`src/rtl/fp32_pkg.sv`:
```
// Shared FP32 definitions: field widths, notable encodings and the
// per-word classification record used by the collector and the operand path.
package fp32_pkg;

  localparam int FP32_SIGN_BIT = 31;
  localparam int FP32_EXP_W    = 8;
  localparam int FP32_MAN_W    = 23;

  localparam logic [31:0] FP32_CANON_NAN = 32'h7F80_4F54;
  localparam logic [31:0] FP32_POS_INF   = 32'h7F80_0000;
  localparam logic [31:0] FP32_NEG_INF   = 32'hFF80_0000;

  typedef struct packed {
    logic nan;
    logic inf;
    logic zero;
    logic sub;
    logic neg;
  } fp32_class_t;

endpackage

```
`src/rtl/fp32_classify.sv`:
```
// Combinational FP32 classifier.
// Ports:
//   word - FP32 encoding to classify
//   cls  - {nan, inf, zero, sub, neg}; neg is the raw sign bit for every class
module fp32_classify
  import fp32_pkg::*;
(
  input  logic [31:0] word,
  output fp32_class_t cls
);

  logic [FP32_EXP_W-1:0] exponent;
  logic [FP32_MAN_W-1:0] mantissa;
  logic                  exp_max;
  logic                  exp_min;
  logic                  man_zero;

  assign exponent = word[FP32_MAN_W +: FP32_EXP_W];
  assign mantissa = word[FP32_MAN_W-1:0];
  assign exp_max  = (exponent == '1);
  assign exp_min  = (exponent == '0);
  assign man_zero = (mantissa == '0);

  assign cls.nan  = exp_max & ~man_zero;
  assign cls.inf  = exp_max & man_zero;
  assign cls.zero = exp_min & man_zero;
  assign cls.sub  = exp_min & ~man_zero;
  assign cls.neg  = word[FP32_SIGN_BIT];

endmodule

```
`src/rtl/fp32_result_collector.sv`:
```
// Collects FP32 multiplier results on the rising edge of the in_ready strobe,
// classifies them and buffers {product, class} in a small FIFO presented on a
// valid/ready stream. Keeps saturating result/drop counters and a sticky
// overflow flag.
// Ports:
//   clock, nreset             - clock, async active-low reset
//   in_product, in_ready      - multiplier result and its strobe
//   clear                     - synchronous flush of FIFO, counters, overflow
//   out_data, out_class       - head-of-FIFO entry (zero when empty)
//   out_valid, out_ready      - output stream handshake
//   level                     - occupied entries
//   overflow                  - sticky, set when a result is dropped
//   result_count, drop_count  - saturating counters
module fp32_result_collector
  import fp32_pkg::*;
#(
  parameter int DEPTH = 4,
  parameter int CNT_W = 16
) (
  input  logic                     clock,
  input  logic                     nreset,
  input  logic [31:0]              in_product,
  input  logic                     in_ready,
  input  logic                     clear,
  output logic [31:0]              out_data,
  output logic [4:0]               out_class,
  output logic                     out_valid,
  input  logic                     out_ready,
  output logic [$clog2(DEPTH):0]   level,
  output logic                     overflow,
  output logic [CNT_W-1:0]         result_count,
  output logic [CNT_W-1:0]         drop_count
);

  localparam int PTR_W = $clog2(DEPTH);
  localparam int LVL_W = PTR_W + 1;
  localparam logic [LVL_W-1:0] LVL_FULL = LVL_W'(DEPTH);
  localparam logic [CNT_W-1:0] CNT_MAX  = '1;

  logic              in_ready_q;
  logic              capture;
  logic              pop;
  logic              space;
  logic              push;
  logic              drop;
  logic [PTR_W-1:0]  wr_ptr;
  logic [PTR_W-1:0]  rd_ptr;
  fp32_class_t       in_class;

  logic [31:0]       data_mem  [DEPTH];
  fp32_class_t       class_mem [DEPTH];

  fp32_classify u_classify (
    .word (in_product),
    .cls  (in_class)
  );

  assign capture   = in_ready & ~in_ready_q;
  assign out_valid = (level != '0);
  assign pop       = out_valid & out_ready;
  // A full FIFO still has room when the head leaves in the same cycle.
  assign space     = (level < LVL_FULL) | pop;
  assign push      = capture & space & ~clear;
  assign drop      = capture & ~space & ~clear;

  // Gated so the head reads as zero when empty, including out of reset.
  assign out_data  = out_valid ? data_mem[rd_ptr] : '0;
  assign out_class = out_valid ? class_mem[rd_ptr] : '0;

  // Edge detector keeps tracking in_ready through clear so a strobe held
  // across a clear is not seen as a fresh capture afterwards.
  always_ff @(posedge clock or negedge nreset) begin
    if (!nreset) in_ready_q <= 1'b0;
    else         in_ready_q <= in_ready;
  end

  always_ff @(posedge clock or negedge nreset) begin
    if (!nreset) begin
      wr_ptr <= '0;
      rd_ptr <= '0;
      level  <= '0;
    end else if (clear) begin
      wr_ptr <= '0;
      rd_ptr <= '0;
      level  <= '0;
    end else begin
      if (push) wr_ptr <= wr_ptr + PTR_W'(1);
      if (pop)  rd_ptr <= rd_ptr + PTR_W'(1);
      case ({push, pop})
        2'b10:   level <= level + LVL_W'(1);
        2'b01:   level <= level - LVL_W'(1);
        default: level <= level;
      endcase
    end
  end

  always_ff @(posedge clock) begin
    if (push) begin
      data_mem[wr_ptr]  <= in_product;
      class_mem[wr_ptr] <= in_class;
    end
  end

  always_ff @(posedge clock or negedge nreset) begin
    if (!nreset) begin
      overflow     <= 1'b0;
      result_count <= '0;
      drop_count   <= '0;
    end else if (clear) begin
      overflow     <= 1'b0;
      result_count <= '0;
      drop_count   <= '0;
    end else begin
      if (drop) overflow <= 1'b1;
      if (capture && result_count != CNT_MAX) result_count <= result_count + CNT_W'(1);
      if (drop && drop_count != CNT_MAX)      drop_count   <= drop_count + CNT_W'(1);
    end
  end

endmodule

```
`config.mk`:
```
export PLATFORM = sky130hd
export DESIGN_NAME = fp32_result_collector
export DESIGN_NICKNAME = d
export VERILOG_FILES = /design/src/rtl/fp32_pkg.sv /design/src/rtl/fp32_classify.sv /design/src/rtl/fp32_result_collector.sv
export SDC_FILE = /design/constraint.sdc
export NUM_CORES = 1
export LEC_CHECK = 0
export ABC_AREA = 1
export CORE_MARGIN = 10
export CORE_UTILIZATION = 59
export CTS_CLUSTER_DIAMETER = 120
export DETAILED_ROUTE_END_ITERATION = 10
export GPL_ROUTABILITY_DRIVEN = 0
export PLACE_DENSITY_LB_ADDON = 0.3
export SLEW_MARGIN = 20
export SYNTH_ARGS = -nofsm -noshare
export SYNTH_HDL_FRONTEND = slang
export SYNTH_SLANG_ARGS = --single-unit
```
`constraint.sdc`:
```
create_clock -name clock -period 4.1 [get_ports clock]
set_input_delay 0.82 -clock clock [delete_from_list [all_inputs] [get_ports clock]]
set_output_delay 0.82 -clock clock [all_outputs]
set_load 0.05 [all_outputs]
```
---- After elaboration in Yosys (flattened, before gate mapping) ----
Memories as Yosys holds them, arrays and structs flattened.
Index checks and enable logic that the tools add are counted.
word-level totals
  register bits ........................... 41
  bits in writable memories ............... 148
  bits of input ports ..................... 37
  output and inout bits ................... 74
  logic and storage cells ................. 63
  memories ................................ 2
operators by class
  add/sub/neg operators ................... 6
  $lt $le $gt $ge ......................... 1
  equality and inequality tests ........... 5
  multiplexer cells ....................... 16
  bitwise logic cells ..................... 15
  reduce and logical (&&, ||, !) cells .... 11
memory list
  name       words  width  rd ports  clocked after memory_dff  wr ports  RTL line                     RTL
  data_mem   4      32     1         0                         1         fp32_result_collector.sv:50  logic [31:0] data_mem [DEPTH];
  class_mem  4      5      1         0                         1         fp32_result_collector.sv:51  fp32_class_t class_mem [DEPTH];
operators by type and width
  cell                                                                number
  16-bit two-way mux                                                  4
  16-bit by 1-bit adder with 16-bit output, second input constant     2
  32-bit two-way mux                                                  1
  16-bit != test, second input constant                               2
  23-bit zero test                                                    1
  1-bit bitwise AND                                                   10
  2-bit nonzero test                                                  5
  8-bit == test, second input constant                                1
  8-bit zero test                                                     1
  2-bit two-way mux                                                   4
  3-bit case mux with 2 select lines                                  1
  3-bit nonzero test                                                  2
  5-bit two-way mux                                                   1
  2-bit by 1-bit adder with 2-bit output, second input constant       2
  1-bit two-way mux                                                   4
  1-bit NOT                                                           4
  3-bit by 1-bit adder with 3-bit output, second input constant       1
  3-bit < comparator, second input constant                           1
  3-bit two-way mux                                                   1
  3-bit by 1-bit subtractor with 3-bit output, second input constant  1
  2-bit by 1-bit == test with 1-bit output, second input constant     1
  2-bit == test, second input constant                                1
  1-bit logical AND                                                   2
  1-bit bitwise OR                                                    1

---- Depth between registers and ports, before layout ----
Gate-level depths: netlist of the first run.
  depth in word-level cells ............... 9
  gate-level depth with buffers ........... 12

---- Hierarchy ----
From an unflattened synthesis of the first run, not the netlist that was laid out.
unflattened totals
  cell total of the unflattened synthesis .. 843
  area total of the unflattened synthesis .. 8431.8 sq um
by module, submodules not included
  module                 instances  cells each  area an instance (sq um)  sequential area each (sq um)
  fp32_result_collector  1          802         8255.4                    5470.2
  fp32_classify          1          41          176.4                     0.0

---- Worst setup path before layout of the first run ----
Ideal clock, no wire load.
  path type ............................... register to output
  from .................................... register level[0]
  to ...................................... output port out_data[31]
  arrival ................................. 2.889 ns
  data required time ...................... 3.280 ns
  path slack .............................. 0.391 ns
  stages on the path, launching flop included .. 7
  path buffers ............................ 2
  path through ............................ dfrtp_1 nor2_1 nand2_1 clkinv_1 clkbuf_1 a21oi_1 buf_4
between the ends
  word-level cells in the longest chain between the ends .. 2
RTL lines
  item                    RTL line                     RTL
  from (decl)             fp32_result_collector.sv:29  output logic [$clog2(DEPTH):0] level,
  from (signal assigned)  fp32_result_collector.sv:90  2'b10: level <= level + LVL_W'(1);
  from (signal assigned)  fp32_result_collector.sv:91  2'b01: level <= level - LVL_W'(1);
  from (signal assigned)  fp32_result_collector.sv:92  default: level <= level;
  3-bit nonzero test      fp32_result_collector.sv:59  assign out_valid = (level != '0);
  via out_valid           fp32_result_collector.sv:27  output logic out_valid,
  32-bit two-way mux      fp32_result_collector.sv:67  assign out_data = out_valid ? data_mem[rd_ptr] : '0;
  to (decl)               fp32_result_collector.sv:25  output logic [31:0] out_data,
The timed path passes the listed nets, and every way through them passes these cells.

---- Final worst setup path of the first run ----
  from .................................... register rd_ptr[0]
  to ...................................... output port out_class[3]
between the ends
  word-level cells in the longest chain between the ends .. 2
RTL lines
  item                    RTL line                     RTL
  from (decl)             fp32_result_collector.sv:47  logic [PTR_W-1:0] rd_ptr;
  from (signal assigned)  fp32_result_collector.sv:88  if (pop) rd_ptr <= rd_ptr + PTR_W'(1);
  memory read 4 x 5 bit   -
  5-bit two-way mux       fp32_result_collector.sv:68  assign out_class = out_valid ? class_mem[rd_ptr] : '0;
  to (decl)               fp32_result_collector.sv:26  output logic [4:0] out_class,
No other way between the ends.

==> results.txt, run 1 <==
Clock tree synthesis found a total of between 150 and 200 sinks. Measured on the finished design, the core utilization comes to 76.2%. The final max-slew violation count came out at 0. The core area is roughly 14000 sq um. The number of standard cells after synthesis came out at about 800. The net count after synthesis came out at 866.

The number of cells traversed by the worst hold path is 2. Setup violations remaining at the end of the flow were counted as 0. The kind of critical path is reg -> out. The endpoint of the worst register-to-register path is drop_count[13]$_DFFE_PN0P_. The clock tree skew after final layout is roughly 0.0073 ns. The final routed wirelength across all metal layers came out at 19.1 mm.

The tree is rooted in a clkbuf_16. Once the floorplan was initialized, standard cells occupied 59.8% of the core. Sequential elements use between 60% and 70% of the synthesized area. The number of antenna diodes in the final layout is 0. The critical path startpoint is rd_ptr[0]$_DFFE_PN0P_. The type of the most critical hold path is reg -> reg. The peak supply drop is approximately 0.37 mV.

The highest fanout seen on the critical path came out at 40. The violation count after the first detailed-route iteration came out at roughly 480. The vias per cell is ~5.5. The via count of the first global-routing pass came out at a little over 6000.

Global routing finished with a remaining overflow of 0. Derived from the worst setup path, the maximum achievable clock frequency is 0.286 GHz. The post-DP HPWL is between 10 and 15 mm.

The post-route fraction of the period consumed by the critical path is between 80 and 90%. The category of the worst setup path capture point is a primary output. Setup repair after global routing left no endpoint under its margin. The critical path required time came out at ~3.3 ns. The number of hold violations in the final report came to 0. The layout cell share with drive strength beyond 1 is a little over a tenth. The CTS buffer count is 17. The maximum number of pins on one net before global-route repair came out at 74. The number of buffers inserted by hold repair at cts came out at 0.

The max capacitance violation total is 0. Data arrives at the worst endpoint at 2.68 ns. The library cell occupying the most area in the post-synthesis netlist is edfxtp_1. Measured along the y axis, the die boundary spans 138 microns.

The worst setup path is launched from a flop. The transition time at the pin with the least slew margin came out at between 0.9 and 1 ns. The share of synthesized area in the top cell type comes to a little over half. The clock transition time at the flip-flop clock pins of the worst setup and hold paths came out at 0.07 ns. The leakage dissipation came out at a little under 0.004 uW. The total of flip-flops plus latches after synthesis is roughly 190. The sum of negative setup slack came out at 0 ns.

The cell area after synthesis is roughly 8200 sq um. The most critical setup path has its endpoint at out_class[3]. The chip width is roughly 140 microns. The flow ran to the end, and the final reports show no timing, DRC or antenna violations. The Yosys step of the flow raised 0 warnings. Counting cells, the worst reg-to-reg path comes to 6. The total via count in the routed design came out at about 6000. The cell row count is 43. Once the clock tree was built, the resizer swapped 0 gates to a different size. The predominant post-synthesis flop cell is edfxtp_1. The proportion of register bits with asynchronous set or reset after synthesis is approximately 22%. The number of fillers in the final layout came out at approximately 900.

The number of antenna violations at the first check in global routing came out at 0. Global routing used about a fifth of the available tracks across all layers. Synthesis instantiated 30 different standard cells from the library. For this design the top-level I/O count stands at roughly 110. In this run the deepest clock path goes through 2 buffers. The wire length of the first global-routing pass is ~30 mm. The mean routed wirelength per cell came out at between 15 and 20 microns. The post-CTS setup buffer count is 0. The clock latency reported for the late side of the worst-skew pair is roughly 0.43 ns. The source of the worst register-to-register timing path is drop_count[1]$_DFFE_PN0P_.

The total number of nets in the final design is just under 1000. The quantity of I/O buffers inserted on ports came out at 110. The remaining routing DRC violations is 0. In this run the tightest slew margin relative to its limit is approximately 36%. The total power per unit cell area is between 600 and 700 nW/um^2. The number of antenna-violating nets in the routed design is 0.

The count of TritonRoute iterations in the first routing pass is 6. From synthesis to final layout, the design area changed by 27.4%. The deepest level of the CTS H-tree is 4.

The setup check on the worst reg-to-reg path leaves a slack of a little under 2 ns. The clock tree from TritonCTS is done. The area of the die is between 15000 and 20000 sq um. The synthesized design contains approximately 140 enable-type register cells.

The startpoint identified for the worst hold timing path is overflow$_DFFE_PN0P_. The average cell area after synthesis came out at between 10 and 15 sq um. The shortest clock period the worst path allows after layout is between 3 and 4 ns. In the post-synthesis netlist, the biggest area contributors are edfxtp_1, dfrtp_1, nor2_1, nand2_1, o21ai_0. The worst hold slack is roughly 0.52 ns.
-- per-layer routing --
layer / routed length [microns] / up-vias / GRT usage [%]
met5: 0 / - / 0
met4: 323 / 0 / 6.99
met3: 1460 / 28 / 5.86
met2: 9670 / 238 / 33.7
met1: 7640 / 2871 / 23.0
li1: - / 3014 / -
-- cells in the mapped netlist, types with 11 or more instances --
library cell and instances:
nand2_1 145, clkbuf_1 16, o21ai_0 86, edfxtp_1 144
nor2_1 212, buf_2 15, a21oi_1 38, nand4_1 22
nand3_1 21, inv_1 30, xor2_1 11, dfrtp_1 41
-- worst max-delay path, cell delays in order (launching register included) --
cell and delay [ns]:
dfrtp_2 0.36, clkinv_1 0.74, buf_4 0.55, o21ai_0 0.23, a21oi_1 0.17, buf_12 0.19
-- power breakdown --
part           internal (uW)  leakage, uW  switching, uW
sequential              2070      0.00187           40.0
combinational           1070      0.00176           1650
clock                    861     0.000286            737
-- stage by stage --
step                      worst slack, ns  power [uW]  std cells  cell area, sq um
after global routing                0.380        6660       1122             10500
after detailed placement             1.05        4880       1090              9910
after global placement               1.16        4840       1090              9910
final                               0.603        6430       1122             10500
after CTS                           0.540        6470       1122             10500
after floorplan                     0.391        3580        822              8240
-- layout make-up --
class	instances	area [sq um]	share of cell area [%]
Tap cell	180	225	2.15
Sequential cell	185	5350	51.0
Clock inverter	15	156	1.49
Clock buffer	17	425	4.05
Timing Repair Buffer	123	1590	15.1
Inverter	33	124	1.18
Multi-Input combinational cell	569	2630	25.0
-- cells by family after synthesis --
group                      share of synthesized area, %
AOI/OAI and AO/OA                                  8.79
xor gates and xnor gates                           1.28
adders and majority gates                          1.15
buffers and inverters                              3.55
DFF                                                64.9
and+or+nand+nor                                    20.3
-- worst min path at each step --
stage | slack, ns | endpoint
2_1_floorplan | 0.52 | drop_count[0]$_DFFE_PN0P_
3_3_place_gp | 0.49 | overflow$_DFFE_PN0P_
3_5_place_dp | 0.50 | overflow$_DFFE_PN0P_
4_1_cts | 0.52 | overflow$_DFFE_PN0P_
5_1_grt | 0.56 | overflow$_DFFE_PN0P_
6_report | 0.52 | overflow$_DFFE_PN0P_
-- sequential cells by signal (all words and copies together), names as in the netlist, 2 cells and up --
| name | cells |
|---|---|
| rd_ptr | 2 |
| result_count | 16 |
| data_mem | 124 |
| class_mem | 20 |
| wr_ptr | 2 |
| drop_count | 16 |
| level | 3 |
-- layout by cell type (no fill, tap or decap), types with 2 or more instances in the layout --
master           count
clkinv_1             2
o21ai_0             86
nand3_1             21
clkbuf_16           17
edfxtp_1           144
or2_2                2
buf_4               11
inv_8                2
ha_1                 6
a21oi_1             38
clkdlybuf4s50_1     72
buf_12              39
nor2_2               4
nand2_1            145
inv_6                6
o21ai_1              3
clkinv_2             2
xor2_1              11
nor2_4               6
inv_1               30
o21bai_1             9
nor2_1             208
dfrtp_1             40
clkinv_4             2
nand4_1             22
No activity file was read; power rests on OpenSTA's default activity.
==> inputs of run 2 (changes only) <==
--- a/config.mk
+++ b/config.mk
@@ -7,8 +7,9 @@
 export LEC_CHECK = 0
 export ABC_AREA = 1
 export CORE_MARGIN = 10
-export CORE_UTILIZATION = 59
+export CORE_UTILIZATION = 30
 export CTS_CLUSTER_DIAMETER = 120
+export CTS_CLUSTER_SIZE = 12
 export DETAILED_ROUTE_END_ITERATION = 10
 export GPL_ROUTABILITY_DRIVEN = 0
 export PLACE_DENSITY_LB_ADDON = 0.3
==> run 2 against run 1 <==
Compared with the run above: sequential share of layout area down 0.91 points; first-iteration DRC count down 33%; cell count up 14%; global-route usage down 7.5 points; via count down 2.7%; clock-buffer cell count unchanged; worst hold slack worse by 0.14 ns; routed wire length up 8.4%; power up 1.2%; non-clock buffer count down 1; combinational power about the same; largest cell class unchanged.
==> results.txt, run 2 (synthesis results as in run 1) <==
The flow ran to the end, and the final reports show no timing, DRC or antenna violations. The shortest clock period the worst path allows after layout came out at 3.45 ns (-0.0507 ns). The category of the worst setup path capture point is a primary output. The endpoint of the worst register-to-register path is level[2]$_DFFE_PN0P_.

The number of buffers inserted by hold repair at cts was 0 (unchanged). The area of all placed cells without fillers is 10700 sq um (+1.8%). The maximum number of pins on one net before global-route repair came out at 74 (unchanged). The post-DP HPWL is 12.7 mm (+4.9%).

The tightest min-delay check is of the in -> async type. For this design, the slowest cell found on the critical path is a21oi_1. The die height is 186 microns (+34%). The count of pins on the block boundary was 111 (unchanged). The via count of the first global-routing pass came to 6074 (-0.90%). The max capacitance violation total came out at 0 (unchanged). The number of setup violations in the final report came out at 0 (unchanged). The placed cell area came to 10100 sq um (+1.7%). The max-slew headroom at the worst pin came out at 42.5% (+6.3 points). The number of antenna violations at the first check in global routing is 0 (unchanged). The number of flip-flops in the largest register came to 124 (unchanged). The deepest level of the CTS H-tree was 4 (unchanged). The cell depth of the worst setup path was 5 (unchanged). The wire length of the first global-routing pass came out at 33.1 mm (+7.3%).

The clock latency reported for the late side of the worst-skew pair is 0.42 ns (about the same). The sum of negative setup slack came out at 0 ns (unchanged). The data arrival time at the worst-slack endpoint was 2.63 ns (-0.05 ns). The final routed wirelength across all metal layers came out at 20.7 mm (+8.4%). The worst register-to-register path begins at level[2]$_DFFE_PN0P_.

The peak per-stage delay on the critical path was 0.70 ns (-0.04 ns). The critical path ends at out_data[0]. The critical path required time came out at 3.28 ns (about the same). TritonCTS built the clock tree. The remaining routing DRC violations is 0 (unchanged).

The total via count in the routed design is 5987 (-2.7%). The peak supply drop came out at 0.267 mV (-28%). The switching power as a share of total power came to 38.2% (+0.39 points). The number of fillers in the final layout came out at 2601 (+190%).

The number of antenna-violating nets in the routed design was 0 (unchanged). By startpoint and endpoint, the worst setup path is classified as reg -> out. The post-synthesis to final-layout area growth came out at 29.7%. The kind of launch point of the worst setup path is a flop. The slack of the worst reg-to-reg path came out at 1.86 ns (-0.08 ns). The cell count of the worst reg-to-reg path came out at 10 (+4). The initial cell density of the core came out at 30.6% (-29 points).

The highest clock rate is 0.290 GHz (+1.5%). The total power per unit cell area is 609 nW/um^2 (-0.56%). The clock network fraction of design power was 25.5% (+0.6 points). The post-place setup slack came out at 0.859 ns (-0.195 ns). In the layout the commonest cells are nor2_1, nand2_1, edfxtp_1, o21ai_0, clkdlybuf4s50_1. The library cell used most frequently in the layout, excluding fill and tap cells, is nor2_1. The leakage dissipation is 0.00391 uW (-0.17%).

The layout cell share with drive strength beyond 1 is 10.5% (-0.20 points). The portion of total power attributed to combinational logic is 42.3% (about the same). The quantity of I/O buffers inserted on ports came to 110 (unchanged). In the final layout, the registers with the most flip-flops are data_mem x124, class_mem x20.

The core area is 27000 sq um (+96%). The count of TritonRoute iterations in the first routing pass is 5 (-1). The total number of nets in the final design is 972 (-0.10%). The violation count after the first detailed-route iteration came out at 321 (-33%). The most critical setup path has its startpoint at level[0]$_DFFE_PN0P_.

The signal on the critical path passes through nor2_1 > nand2_1 > clkinv_1 > a21oi_1 > buf_12. The post-cts gate resize count came out at 0 (unchanged). The highest fanout seen on the critical path came out at 19 (-53%).

The mean routed wirelength per cell came out at 16.1 microns (-5.1%). The final global-route overflow total is 0 (unchanged). CTS placed an instance of clkbuf_16 at the clock tree root. The clock transition time at the flip-flop clock pins of the worst setup and hold paths is 0.07 ns (about the same).

The maximum clock insertion buffer count came to 2 (unchanged). The transition time at the pin with the least slew margin was 0.857 ns (-0.0943 ns). The most flop-heavy register is data_mem. The final max-slew violation count is 0 (unchanged). The vias per cell was 4.67 (-15%). Setup repair after global routing left no endpoint under its margin.

The cell-internal power came out at 4020 uW (+0.61%). The overall power of the completed layout is 6500 uW (+1.2%). The sequential group share of total power is 32.2% (-0.6 points). The CTS buffer count is 17 (unchanged).

The cell class contributing the biggest share of worst-path delay is buffers and inverters. The count of buffer and inverter cells on the critical path is 2 (-1). The cell row count is 60 (+40%). The post-route fraction of the period consumed by the critical path came out at 84.1% (-1.2 points). The chip width came out at 186 microns (+34%).

The area of the die came to 34500 sq um (+81%). The total number of clock tree sinks came out at 185 (unchanged). The final worst setup slack came out at 0.653 ns (+0.0507 ns).

The clock tree skew after final layout was 0.0104 ns (+0.00312 ns). The global-route usage over all layers is 12.2% (-7.5 points). The antenna cell count came out at 0 (unchanged). The post-CTS setup buffer count came out at 0 (unchanged). The number of hold violations in the final report came to 0 (unchanged).

The net load switching power is 2480 uW (+2.3%).
-- run 2: cell count changes in the layout (fill, tap and decap cells not counted), moves of 2 or more --
| cell | change |
|---|---|
| inv_8 | +4 |
| inv_6 | -3 |
| buf_12 | -2 |
| buf_4 | +2 |
| clkinv_2 | -2 |
| clkinv_4 | -2 |
-- run 2: power groups by stage --
stage / Combinational [uW] / Sequential, uW / Clock [uW]
6_report: 2750 / 2100 / 1660
5_1_grt: 2910 / 2100 / 1790
4_1_cts: 2800 / 2100 / 1700
3_5_place_dp: 2800 / 2140 / 0
3_3_place_gp: 2780 / 2140 / 0
2_1_floorplan: 1390 / 2180 / 0
-- run 2: final cells by class --
cell class,instances,area (sq um),area share (%)
clock buffers,17,425,3.98
clock inverters,15,175,1.64
inverters,33,124,1.16
multi-input cells,569,2630,24.6
flip-flops and latches,185,5350,50.1
well taps,341,427,3.99
repair buffers,122,1560,14.6
-- run 2: layer usage --
metal,up-vias,track usage (%),wire (microns)
li1,2997,-,-
met1,2839,15.3,9250
met2,145,20.6,10100
met3,6,3.57,1250
met4,0,2.45,90
met5,-,0,0
-- run 2: worst min-delay path by stage --
| stage | from | endpoint | slack (ns) | cells past startpoint |
|---|---|---|---|---|
| floorplan | nreset | drop_count[0]$_DFFE_PN0P_ | 0.52 | 0 |
| global placement | rd_ptr[0]$_DFFE_PN0P_ | rd_ptr[0]$_DFFE_PN0P_ | 0.52 | 2 |
| detailed placement | rd_ptr[0]$_DFFE_PN0P_ | rd_ptr[0]$_DFFE_PN0P_ | 0.53 | 2 |
| CTS | rd_ptr[0]$_DFFE_PN0P_ | rd_ptr[0]$_DFFE_PN0P_ | 0.54 | 2 |
| global route | nreset | result_count[7]$_DFFE_PN0P_ | 0.42 | 1 |
| finish | nreset | drop_count[15]$_DFFE_PN0P_ | 0.38 | 1 |
-- run 2: metrics by stage --
step | utilization (%) | instances | hold WS (ns)
2_1_floorplan | - | 822 | 0.524
3_3_place_gp | 37.4 | 1250 | 0.524
3_5_place_dp | 37.4 | 1250 | 0.525
4_1_cts | 39.6 | 1282 | 0.537
5_1_grt | 39.7 | 1282 | 0.420
6_report | 39.7 | 1282 | 0.381
